==> config.mk <==
export PLATFORM = sky130hd
export DESIGN_NAME = demux14
export DESIGN_NICKNAME = d
export VERILOG_FILES = /design/src/rtl/demux14.sv
export SDC_FILE = /design/constraint.sdc
export NUM_CORES = 1
export LEC_CHECK = 0
export BUFFER_PORTS_ARGS = -buffer_cell sky130_fd_sc_hd__buf_4
export CAP_MARGIN = 40
export CORE_MARGIN = 4
export CORE_UTILIZATION = 41
export CTS_CLUSTER_DIAMETER = 80
export DETAILED_ROUTE_END_ITERATION = 12
export PLACE_DENSITY_LB_ADDON = 0.1
export SETUP_SLACK_MARGIN = 0.4
export SYNTH_ARGS = -nofsm -noshare
export SYNTH_HDL_FRONTEND = slang
export SYNTH_SLANG_ARGS = --single-unit
==> constraint.sdc <==
create_clock -name iClk -period 1.1 [get_ports iClk]
set_clock_uncertainty 0.15 [all_clocks]
set_input_delay 0.11 -clock iClk [delete_from_list [all_inputs] [get_ports iClk]]
set_output_delay 0.11 -clock iClk [all_outputs]
set_load 0.005 [all_outputs]
==> src/rtl/demux14.sv <==
// demux14: registered 1-to-4 distributor with per-channel valid/ack.
// Define DEMUX_RR_EN to build round-robin auto-steering (oPtr, iAuto).
module demux14 #(
    parameter int W = 4
) (
    input  logic         iClk,
    input  logic         iRst,
    input  logic [W-1:0] iD,
    input  logic         iValid,
    output logic         oReady,
    input  logic         iS1,
    input  logic         iS0,
    input  logic         iAuto,
    input  logic [3:0]   iAck,
    output logic [W-1:0] oZ0,
    output logic [W-1:0] oZ1,
    output logic [W-1:0] oZ2,
    output logic [W-1:0] oZ3,
    output logic [3:0]   oV,
    output logic [1:0]   oPtr
);

    logic [W-1:0] z_q [4];
    logic [3:0]   v_q;
    logic [1:0]   tgt;
    logic [3:0]   tgt_hot;
    logic [3:0]   wr;
    logic         accept;

`ifdef DEMUX_RR_EN
    logic [1:0] ptr_q;

    always_comb begin
        tgt = {iS1, iS0};
        if (iAuto) begin
            tgt = ptr_q;
        end
    end

    always_ff @(posedge iClk) begin
        if (iRst) begin
            ptr_q <= 2'b00;
        end else if (accept && iAuto) begin
            ptr_q <= ptr_q + 2'd1;
        end
    end

    assign oPtr = ptr_q;
`else
    logic unused_auto;

    assign unused_auto = iAuto;
    assign tgt         = {iS1, iS0};
    assign oPtr        = 2'b00;
`endif

    // A same-cycle ack frees the target slot, allowing back-to-back writes.
    always_comb begin
        tgt_hot = 4'b0000;
        tgt_hot[tgt] = 1'b1;
    end

    assign oReady = ~v_q[tgt] | iAck[tgt];
    assign accept = iValid & oReady;
    assign wr     = tgt_hot & {4{accept}};

    always_ff @(posedge iClk) begin
        if (iRst) begin
            for (int n = 0; n < 4; n++) begin
                z_q[n] <= '0;
            end
            v_q <= 4'b0000;
        end else begin
            for (int n = 0; n < 4; n++) begin
                if (wr[n]) begin
                    z_q[n] <= iD;
                end
            end
            v_q <= wr | (v_q & ~iAck);
        end
    end

    assign oZ0 = z_q[0];
    assign oZ1 = z_q[1];
    assign oZ2 = z_q[2];
    assign oZ3 = z_q[3];
    assign oV  = v_q;

endmodule
==> impl_metrics.csv <==
group,metric,value,unit
logic_synthesis,ys_ff_latch,20,
die,placementRows,16,
drt,first_iter_violations,15,
setup_path,worstSetupPathType,"reg -> out",
die,ioPinCount,37,
run_status,failed_checks,"negative hold slack, negative setup slack",
place,gp_congestion,0.750,
sta,setup-violations-final,38,
sta,final_hold_viol_count,1,
clock_network,clock_tree.buffer_depth,2,
die,starting_density_of_the_core,44.5,%
sta,clock.fmax,628,MHz
sta,finalWorstPathRequiredPeriod,1.59,ns
setup_path,critical_path.max_fanout,2,
logic_synthesis,post_synth.cell_area_avg,12.3,sq um
drt,drt.antenna.violating_nets,0,
power_and_ir_drop,vdd_drop_max,0.713,mV
final_layout,drive_above_1_share,73.4,%
place,place.port_buffers,33,
grt,gr-usage-all-layers,16.5,%
clock_network,ctsRootBufferMaster,"clkbuf_4",
grt,antenna_found_initial,0,
logic_synthesis,yosysSeqAreaShare,62.3,%
run_status,status,"finished with violations",
clock_network,cts_num_sinks,20,
worst_hold_path,worstHoldPathType,"in -> reg",
drt,avgViaCountPerCell,5.17,
setup_path,timing.critical_path.from_type,"flip-flop",
setup_path,critPathArrivalTime,1.33,ns
logic_synthesis,synth.distinct_cells,18,
drt,postRouteWirelength,2350,microns
die,die_width,54.8,microns
grt,fraction_of_met2_tracks_used_by_global_routing,27.2,%
logic_synthesis,synthCells,73,
place,dp.final_hpwl,1490,microns
clock_network,cts_buffers,3,
clock_network,clk_latency,0.29,ns
drt,dr_total_vias,801,
grt,top_usage_layer,"met2",
final_layout,final_net_count,144,
drt,routedWlPerCell,15.1,microns
sta,slew_viol_final,0,
grt,grt_util_met3,2.72,%
die,core-area,2020,sq um
drt,drt-pass1-iter-count,4,
clock_network,cts.reportedPaths.clkPinSlew,0.11,ns
setup_path,setup.worst_path.end_class,"output pin",
grt,grt_pass1_vias,748,
die,fp.dieArea,3010,sq um
power_and_ir_drop,post-layout-total-power,1.51,mW
grt,grt_pass1_wl,3440,microns
final_layout,area_growth_from_synthesis_to_layout,83.0,%
run,maxCapViolations,0,
final_layout,num_antenna_cells,0,
logic_synthesis,synth_warnings,0,
clock_network,cts_htree_levels,1,
sta,rsz0062_at_grt,"true",
final_layout,post-route-util,81.4,%
grt,grt_max_degree,14,
grt,sum_of_overflow_across_all_layers_after_global_routing,0,
power_and_ir_drop,powerDensity,919,nW/um^2
power_and_ir_drop,p_leak,0.652,nW
sta,holdWs,-0.0407,ns
drt,drc_errors,0,
sta,timing.final.ws_setup,-0.492,ns
sta,timing.final.crit_share,145,%
die,die_y,54.8,microns
place,place_worst_setup_slack,-0.173,ns
logic_synthesis,post_synth_instance_area,900,sq um
setup_path,crit_required,0.84,ns
clock_network,tritoncts,"done",
sta,setup_total_negative_slack,-5.53,ns
grt,groute.layer.met1.usage,21.4,%
-- cell families after synthesis --
| group | after synthesis | share of synthesized area [%] |
|---|---|---|
| other cells | 1 | 0.417 |
| buf+inv | 8 | 4.73 |
| flops | 20 | 62.3 |
| mux | 1 | 2.50 |
| compound gates | 8 | 6.68 |
| simple gates | 35 | 23.4 |
-- report_power, final --
group / internal, mW / switching (mW) / total, mW
clock network: 0.127 / 0.207 / 0.334
registers: 0.851 / 0.0159 / 0.867
logic: 0.180 / 0.132 / 0.312
-- state kept, by name, summed over array words and instances (netlist names) --
name  cells
z_q      16
oV        4
-- cells in the mapped netlist, drive strengths merged --
cell | n | share of area [%]
nor4 | 4 | 2.8
nor2b | 4 | 2.8
buf | 6 | 3.9
nand2 | 1 | 0.42
mux4 | 1 | 2.5
dfxtp | 4 | 8.9
nand3 | 1 | 0.56
conb | 1 | 0.42
a21oi | 4 | 2.2
nand3b | 6 | 5.0
edfxtp | 16 | 53
nor3 | 12 | 6.7
inv | 2 | 0.83
nand2b | 6 | 4.2
or3b | 1 | 0.97
a41o | 4 | 4.5
-- per-stage QoR --
step	instances	instance area [sq um]
after floorplan	74	945
after global placement	140	1270
after detailed placement	140	1270
after CTS	153	1490
after global routing	155	1650
final	155	1650
-- metal layers --
metal / up-vias / routed length [microns]
li1: 387 / -
met5: - / 0
met1: 380 / 1020
met3: 2 / 176
met2: 32 / 1140
met4: 0 / 10
-- layout make-up --
type                    count  area, sq um
fillers                   120          375
well taps                  27         33.8
repair buffers             57          541
clock buffers               3         22.5
inverters                   2         7.51
flip-flops and latches     20          566
multi-input cells          46          477
-- cell usage in the layout, fill, tap and decap left out --
master and n:
a21oi_1 1, a21oi_2 3, a41o_1 1, a41o_4 3, buf_4 27, buf_6 30
clkbuf_4 3, conb_1 2, dfxtp_2 4, edfxtp_1 16, inv_1 1, inv_2 1
mux4_2 1, nand2_1 1, nand2b_1 3, nand2b_4 3, nand3_1 1, nand3b_1 6
nor2b_4 4, nor3_2 12, nor4_1 1, nor4_2 3, or3b_1 1
-- worst max-delay path: stages (launching register included) --
cell,delay [ns]
dfxtp_2,0.35
nand2b_1,0.08
mux4_2,0.48
buf_6,0.13
-- path summary, 6_finish.rpt --
kind         startpoint         to  slack (ns)  cells after the start
max               oV[2]     oReady       -0.49                      3
min             iAck[1]      oV[1]       -0.04                      3
max reg2reg       oV[2]  z_q[2][2]       -0.38                      6
min reg2reg       oV[1]      oV[1]        0.36                      2
-- what timing repair did --
item	4_1_cts	5_1_grt
hold endpoints to repair	4	1
gates resized for setup	29	26
pin swaps	2	2
buffers inserted	10	2
setup endpoints to repair	57	57
No activity file was read; power rests on OpenSTA's default activity.
